$ cat src/rtl/mem_pkg.sv
// Shared definitions for mem_responder: FSM state encoding, fault read value,
// and a log2 helper used to size index and latency counter widths.
package mem_pkg;

    typedef enum logic [1:0] {
        IDLE = 2'b00,
        BUSY = 2'b01,
        DONE = 2'b10
    } mem_state_t;

    localparam logic [31:0] FAULT_RDATA = 32'h0000_0000;

    // Ceiling log2; returns 0 for v <= 1.
    function automatic int mem_log2(input int v);
        int r;
        r = 0;
        for (int i = 0; i < 31; i++) begin
            if ((1 << i) < v) r = i + 1;
        end
        return r;
    endfunction

endpackage

$ cat src/rtl/mem_responder_if.sv
// Processor-to-memory bus: request (Adr/MemWrite/WriteData/MemReq) and
// completion (ReadData/Ready/Err). The processor is master, memory is slave.
interface mem_responder_if;
    logic        MemReq;
    logic        MemWrite;
    logic [31:0] Adr;
    logic [31:0] WriteData;
    logic [31:0] ReadData;
    logic        Ready;
    logic        Err;

    modport master (
        output MemReq, MemWrite, Adr, WriteData,
        input  ReadData, Ready, Err
    );

    modport slave (
        input  MemReq, MemWrite, Adr, WriteData,
        output ReadData, Ready, Err
    );
endinterface

$ cat src/rtl/mem_array.sv
// Single-port synchronous word RAM, no reset. The read register only updates
// on i_re so its value persists between reads.
module mem_array #(
    parameter int DEPTH = 64,
    parameter int AW    = 6
) (
    input  logic          clk,
    input  logic          i_we,
    input  logic          i_re,
    input  logic [AW-1:0] i_idx,
    input  logic [31:0]   i_wdata,
    output logic [31:0]   o_rdata
);

    logic [31:0] r_mem [DEPTH];
    logic [31:0] r_rdata;

    always_ff @(posedge clk) begin
        if (i_we) r_mem[i_idx] <= i_wdata;
        if (i_re) r_rdata <= r_mem[i_idx];
    end

    assign o_rdata = r_rdata;

endmodule

$ cat src/rtl/mem_responder.sv
// Memory-side responder with programmable read/write latency (IDLE/BUSY/DONE).
// Define MEM_ACCESS_CNT_EN to add RdCount/WrCount completed-access counters.
module mem_responder
    import mem_pkg::*;
#(
    parameter int          DEPTH      = 64,
    parameter logic [31:0] ADDR_BASE  = 32'h0000_0000,
    parameter int          RD_LATENCY = 2,
    parameter int          WR_LATENCY = 1
) (
    input  logic           clk,
    input  logic           reset,
`ifdef MEM_ACCESS_CNT_EN
    output logic [31:0]    RdCount,
    output logic [31:0]    WrCount,
`endif
    mem_responder_if.slave bus
);

    localparam int AW      = mem_log2(DEPTH);
    localparam int MAX_LAT = (RD_LATENCY > WR_LATENCY) ? RD_LATENCY : WR_LATENCY;
    localparam int CNT_W   = mem_log2(MAX_LAT) + 1;

    localparam logic [CNT_W-1:0] RD_LOAD = CNT_W'(RD_LATENCY - 1);
    localparam logic [CNT_W-1:0] WR_LOAD = CNT_W'(WR_LATENCY - 1);
    localparam logic [31:0]      SPAN    = 32'(4 * DEPTH);

    mem_state_t       r_state;
    logic [CNT_W-1:0] r_cnt;
    logic             r_write;
    logic [31:0]      r_adr;
    logic [31:0]      r_wdata;
    logic             r_ready;
    logic             r_err;
    logic             r_src_ram;

    logic [31:0]      w_offset;
    logic             w_fault;
    logic [AW-1:0]    w_idx;
    logic             w_fire;
    logic             w_we;
    logic             w_re;
    logic [31:0]      w_ram_rdata;

    // Unsigned wrap makes addresses below ADDR_BASE land far out of range.
    assign w_offset = r_adr - ADDR_BASE;
    assign w_fault  = (w_offset[1:0] != 2'b00) || (w_offset >= SPAN);
    assign w_idx    = w_offset[AW+1:2];

    assign w_fire = (r_state == BUSY) && (r_cnt == '0);
    // Gated by reset so an access aborted in BUSY never reaches the RAM.
    assign w_we   = w_fire &&  r_write && !w_fault && reset;
    assign w_re   = w_fire && !r_write && !w_fault && reset;

    mem_array #(
        .DEPTH (DEPTH),
        .AW    (AW)
    ) u_mem (
        .clk     (clk),
        .i_we    (w_we),
        .i_re    (w_re),
        .i_idx   (w_idx),
        .i_wdata (r_wdata),
        .o_rdata (w_ram_rdata)
    );

    always_ff @(posedge clk) begin
        if (!reset) begin
            r_state   <= IDLE;
            r_cnt     <= '0;
            r_write   <= 1'b0;
            r_adr     <= '0;
            r_wdata   <= '0;
            r_ready   <= 1'b0;
            r_err     <= 1'b0;
            r_src_ram <= 1'b0;
        end else begin
            case (r_state)
                IDLE: begin
                    r_ready <= 1'b0;
                    r_err   <= 1'b0;
                    if (bus.MemReq) begin
                        r_adr   <= bus.Adr;
                        r_write <= bus.MemWrite;
                        r_wdata <= bus.WriteData;
                        r_cnt   <= bus.MemWrite ? WR_LOAD : RD_LOAD;
                        r_state <= BUSY;
                    end
                end
                BUSY: begin
                    if (r_cnt == '0) begin
                        r_state <= DONE;
                        r_ready <= 1'b1;
                        r_err   <= w_fault;
                        // ReadData follows the RAM register after a good read, else reads 0.
                        if (!r_write) r_src_ram <= !w_fault;
                    end else begin
                        r_cnt <= r_cnt - 1'b1;
                    end
                end
                DONE: begin
                    r_state <= IDLE;
                    r_ready <= 1'b0;
                    r_err   <= 1'b0;
                end
                default: begin
                    r_state <= IDLE;
                    r_ready <= 1'b0;
                    r_err   <= 1'b0;
                end
            endcase
        end
    end

    assign bus.ReadData = r_src_ram ? w_ram_rdata : FAULT_RDATA;
    assign bus.Ready    = r_ready;
    assign bus.Err      = r_err;

`ifdef MEM_ACCESS_CNT_EN
    logic [31:0] r_rd_cnt;
    logic [31:0] r_wr_cnt;

    always_ff @(posedge clk) begin
        if (!reset) begin
            r_rd_cnt <= '0;
            r_wr_cnt <= '0;
        end else if (w_fire) begin
            if (r_write) r_wr_cnt <= r_wr_cnt + 32'd1;
            else         r_rd_cnt <= r_rd_cnt + 32'd1;
        end
    end

    assign RdCount = r_rd_cnt;
    assign WrCount = r_wr_cnt;
`endif

endmodule

$ cat src/flat_wrapper.sv
// flat-port wrapper written by rule: the top's interface ports become plain ports
module mem_responder_flat import mem_pkg::*;
#(
    parameter int          DEPTH      = 64,
    parameter logic [31:0] ADDR_BASE  = 32'h0000_0000,
    parameter int          RD_LATENCY = 2,
    parameter int          WR_LATENCY = 1
)
  (clk, reset, bus_MemReq, bus_MemWrite, bus_Adr, bus_WriteData, bus_ReadData, bus_Ready, bus_Err);
  mem_responder_if bus_i ();
  input  logic clk;
  input  logic reset;
  input wire logic [$bits(bus_i.MemReq)-1:0] bus_MemReq;
  input wire logic [$bits(bus_i.MemWrite)-1:0] bus_MemWrite;
  input wire logic [$bits(bus_i.Adr)-1:0] bus_Adr;
  input wire logic [$bits(bus_i.WriteData)-1:0] bus_WriteData;
  output wire logic [$bits(bus_i.ReadData)-1:0] bus_ReadData;
  output wire logic [$bits(bus_i.Ready)-1:0] bus_Ready;
  output wire logic [$bits(bus_i.Err)-1:0] bus_Err;
  assign bus_i.MemReq = bus_MemReq;
  assign bus_i.MemWrite = bus_MemWrite;
  assign bus_i.Adr = bus_Adr;
  assign bus_i.WriteData = bus_WriteData;
  assign bus_ReadData = bus_i.ReadData;
  assign bus_Ready = bus_i.Ready;
  assign bus_Err = bus_i.Err;
  mem_responder #(.DEPTH(DEPTH), .ADDR_BASE(ADDR_BASE), .RD_LATENCY(RD_LATENCY), .WR_LATENCY(WR_LATENCY)) u_core (.clk(clk), .reset(reset), .bus(bus_i));
endmodule
$ cat config.mk
export PLATFORM = sky130hd
export DESIGN_NAME = mem_responder_flat
export DESIGN_NICKNAME = d
export VERILOG_FILES = /design/src/rtl/mem_pkg.sv /design/src/rtl/mem_responder_if.sv /design/src/rtl/mem_array.sv /design/src/rtl/mem_responder.sv /design/src/flat_wrapper.sv
export SDC_FILE = /design/constraint.sdc
export NUM_CORES = 2
export LEC_CHECK = 0
export CORE_MARGIN = 3
export CORE_UTILIZATION = 40
export CTS_BUF_LIST = sky130_fd_sc_hd__clkbuf_8 sky130_fd_sc_hd__clkbuf_16
export CTS_CLUSTER_DIAMETER = 50
export DETAILED_ROUTE_END_ITERATION = 8
export GPL_ROUTABILITY_DRIVEN = 0
export GPL_TIMING_DRIVEN = 0
export PLACE_DENSITY = 0.58
export SYNTH_ARGS = -nofsm -noshare
export SYNTH_HDL_FRONTEND = slang
export SYNTH_SLANG_ARGS = --single-unit
$ cat constraint.sdc
create_clock -name clk -period 4.1 [get_ports clk]
set_input_delay 0.41 -clock clk [delete_from_list [all_inputs] [get_ports clk]]
set_output_delay 0.41 -clock clk [all_outputs]
set_load 0.01 [all_outputs]
==> results.md <==
* Largest family of logic cells by synthesized area: compound AO/OA/AOI/OAI gates
* WS Path Type: flop to flop
* Drt total wl at around 350 mm
* Crit-path cells: buf_4 -> buf_4 -> buf_4 -> mux2i_1 -> o21ai_0 -> a222oi_1 -> o221ai_1 -> or4_1
* Post-route setup slack at -0.208 ns
* Complex-gate fraction of the synthesized area at 9.06%
* Per-cell routed wire length at around 44 µm
* Worst-path clk slew at 0.07 ns
* Die height at 459 µm
* Core area at 203000 µm²
* Number of I/O pins at around 100
* WP depth at 8
* DRT Pass-1 Iters at 9
* Vias per inst at 6.80
* Fmax at 0.232 GHz
* Largest net degree at the start of global routing at 66
* Total grt overflow at 0
* Hold Path Class: input pin to flop
* CTS tree: built
* # DRC at 3
* Slowest stage cell on the critical path: a222oi_1
* FF-to-FF path depth at 8
* Hold Fails Final Rpt at 0
* Synth Flop Type: edfxtp_1
* Via Count at 54100
* Largest cells by area after synthesis: edfxtp_1 (76%), mux2i_1 (3.3%), mux2_2 (2.5%)
* CP Launch Type: flop
* Final Cell Area at ~98000 µm²
* Tmin final at between 4 and 5 ns
* Int Power at 35200 µW
* Critical path's top delay family: compound AO/OA/AOI/OAI gates
* Post-DRT Antenna Nets at 0
* Clock power share at 39.9%
* Req. time, crit path at 4.70 ns
* Sink Count at 2152
* Die W at 459 µm
* Ys async rst share at 0%
* Cell count after synthesis at approximately 4600
* Die ar. at 211000 µm²
* Final clock skew at ~0.034 ns
* Synth Warn # at 0
* Net Count, Synth at 4623
* Global-route wire length before repair at 457 mm
* Sw Pwr at around 12000 µW
* Vias in the first global route at around 50000
* Worst Tran Pin Value at between 1.5 and 2 ns
* Detailed Route Iter0 Violations at 11700
* Largest area contributor in the netlist: edfxtp_1
* Initial antenna violation count at 34
* Dpl cell area at 90300 µm²
* Multiplexer share of the synthesized area at between 8 and 9%
* Failing checks: DRC, capacitance limit, slew limit, setup timing
* Max VDD drop at about 0.47 mV
* Post-Synth Adder-Cell Area at 0.0152%
* Detailed placement HPWL at 234 mm
* Post-synth design cell area at 82200 µm²
* Root Buffer: clkbuf_16
* Yosys top cell area share at between 70 and 80%
* Hold buffer count at cts at 0
* Syn_area_per_cell at 18.1 µm²
* Port Buffers at ~100
* EDFF count, synth at 2080
* Max-cap viol count at 2
* Leak Pwr at 0.0323 µW
* Layout area overhead at 19.4%
* Slew HR at -4.09%
* Yosys cell types at 62
* CP arrival at 4.91 ns
* Worst path max stage delay at 1.21 ns
* CP bufs+invs at 3
* Total CTS buffers at between 200 and 250
* Sequential share of power at 52.3%
* Total GRT Usage at between 30% and 40%
* Period Utilization, post-route at 105%
* H-Tree Depth at 4
* Status: finished, violations left
* Pwr per Cell Area at approximately 480 nW/µm²
* Switching share of power at approximately a quarter
* Post-synthesis simple-gate area fraction at approximately 2.7%
* Num rows at 165
* Xor-xnor portion of the synthesized cell area at 0%
* Initial core utilization at 40.4%
* Layout cells sized above 1 at 22.1%
* Max-slew violation count at 22
* Nets at 5155
* Setup tns final at -6.68 ns
* Clock Latency Late Sink at between 0.8 and 0.9 ns
* Worst-case clock buffer depth at 3
* Worst setup EP type: flop
* CP max FO at 10
* Register area share after synthesis at 77.7%
* Hold depth at 3
* Yosys reg bits at 2152
* Final setup fails at ~150
* Cell mode on critical path: buf_4
* Comb pwr share at 7.8%
[tightest hold or removal path: cells and delay by family]
| family | cells | cell delay, ns |
|---|---|---|
| AO/OA/AOI/OAI | 1 | 0.06 |
| buffers and inverters | 1 | 0.40 |
| AND/OR/NAND/NOR | 1 | 0.05 |
[path summary, 6_finish.rpt]
check / end / from / slack [ns]
setup / recovery: u_core.u_mem.o_rdata[5]$_DFFE_PP_ / u_core.r_adr[4]$_SDFFE_PN0P_ / -0.21
hold / removal: u_core.r_wdata[3]$_SDFFE_PN0P_ / bus_WriteData[3] / 0.12
setup reg to reg: u_core.u_mem.o_rdata[5]$_DFFE_PP_ / u_core.r_adr[4]$_SDFFE_PN0P_ / -0.21
hold reg to reg: u_core.r_adr[16]$_SDFFE_PN0P_ / u_core.r_adr[16]$_SDFFE_PN0P_ / 0.47
[cell type report]
class,count,area (µm²)
multi-input cells,2081,17400
clock inverters,173,1140
fillers,16700,105000
well taps,2672,3340
clock buffers,216,5370
diodes,17,42.5
inverters,5,18.8
repair buffers,321,4960
plain buffers,313,1920
flip-flops and latches,2152,63900
[state kept, by name (all words and copies together) (netlist names)]
register	cells
u_core.r_write	1
u_core.u_mem.o_rdata	32
u_core.r_src_ram	1
u_core.r_wdata	32
u_core.r_cnt	2
u_core.u_mem.r_mem	2048
u_core.r_state	2
u_core.bus.Err	1
u_core.r_adr	32
u_core.bus.Ready	1
[Yosys cell counts, types with 85 or more instances]
master / count
clkbuf_1: 123
mux2_2: 185
a221oi_1: 174
a21oi_1: 152
nor2_1: 143
edfxtp_1: 2080
o22ai_1: 124
nand2_1: 209
a221o_1: 85
mux2i_1: 275
mux4_2: 89
a22oi_1: 130
buf_2: 109
o21ai_0: 135
[kinds of logic after synthesis]
family,count (synthesis)
flip-flops,2152
AND/OR/NAND/NOR,501
multiplexers,559
adder cells (fa/ha/maj),1
AO/OA/AOI/OAI,1020
buffers and inverters,321
[power by group through the flow]
stage | clock [µW] | sequential [µW] | combinational (µW)
after global routing | 19500 | 24400 | 3630
after global placement | 0 | 25200 | 3000
after CTS | 18600 | 24400 | 3450
final | 18700 | 24400 | 3670
after floorplan | 0 | 24900 | 1450
after detailed placement | 0 | 24900 | 3390
[layout by cell type, fill, tap and decap left out, types with 57 or more instances in the layout]
cell type / count
edfxtp_1: 2080
mux2_2: 185
a22oi_1: 130
o22ai_1: 124
clkbuf_16: 213
clkinv_1: 57
clkbuf_1: 64
a21oi_1: 150
buf_2: 67
buf_12: 124
buf_4: 122
a221o_1: 85
nand2_1: 203
mux2i_1: 273
clkdlybuf4s50_1: 101
o21ai_0: 131
a221oi_1: 164
mux4_2: 89
nor2_1: 72
a21boi_0: 65
nor2_4: 65
[timing repair]
action	in CTS	in global routing
setup buffers	64	12
pin swaps	39	10
endpoints found under the setup margin	2020	250
resized for setup	142	59
[through the flow]
stage          worst slack (ns)  instances  power, µW  utilization [%]  hold slack, ns
2_1_floorplan             0.449       4554      26400                -           0.443
3_3_place_gp              -5.04       7327      28200             42.6           0.453
3_5_place_dp              -1.91       7471      28300             44.4           0.457
4_1_cts                 -0.0827       7922      46500             48.1          0.0742
5_1_grt                -0.00249       7933      47600             48.3           0.114
6_report                 -0.208       7950      46800             48.3           0.117
[metal layers]
layer  wire length, µm  track usage, %
met1            119000            41.2
met2            145000            45.7
met3             56700            13.2
met4             29600            21.7
met5               255           0.597
Power figures use the tool's default switching activity.
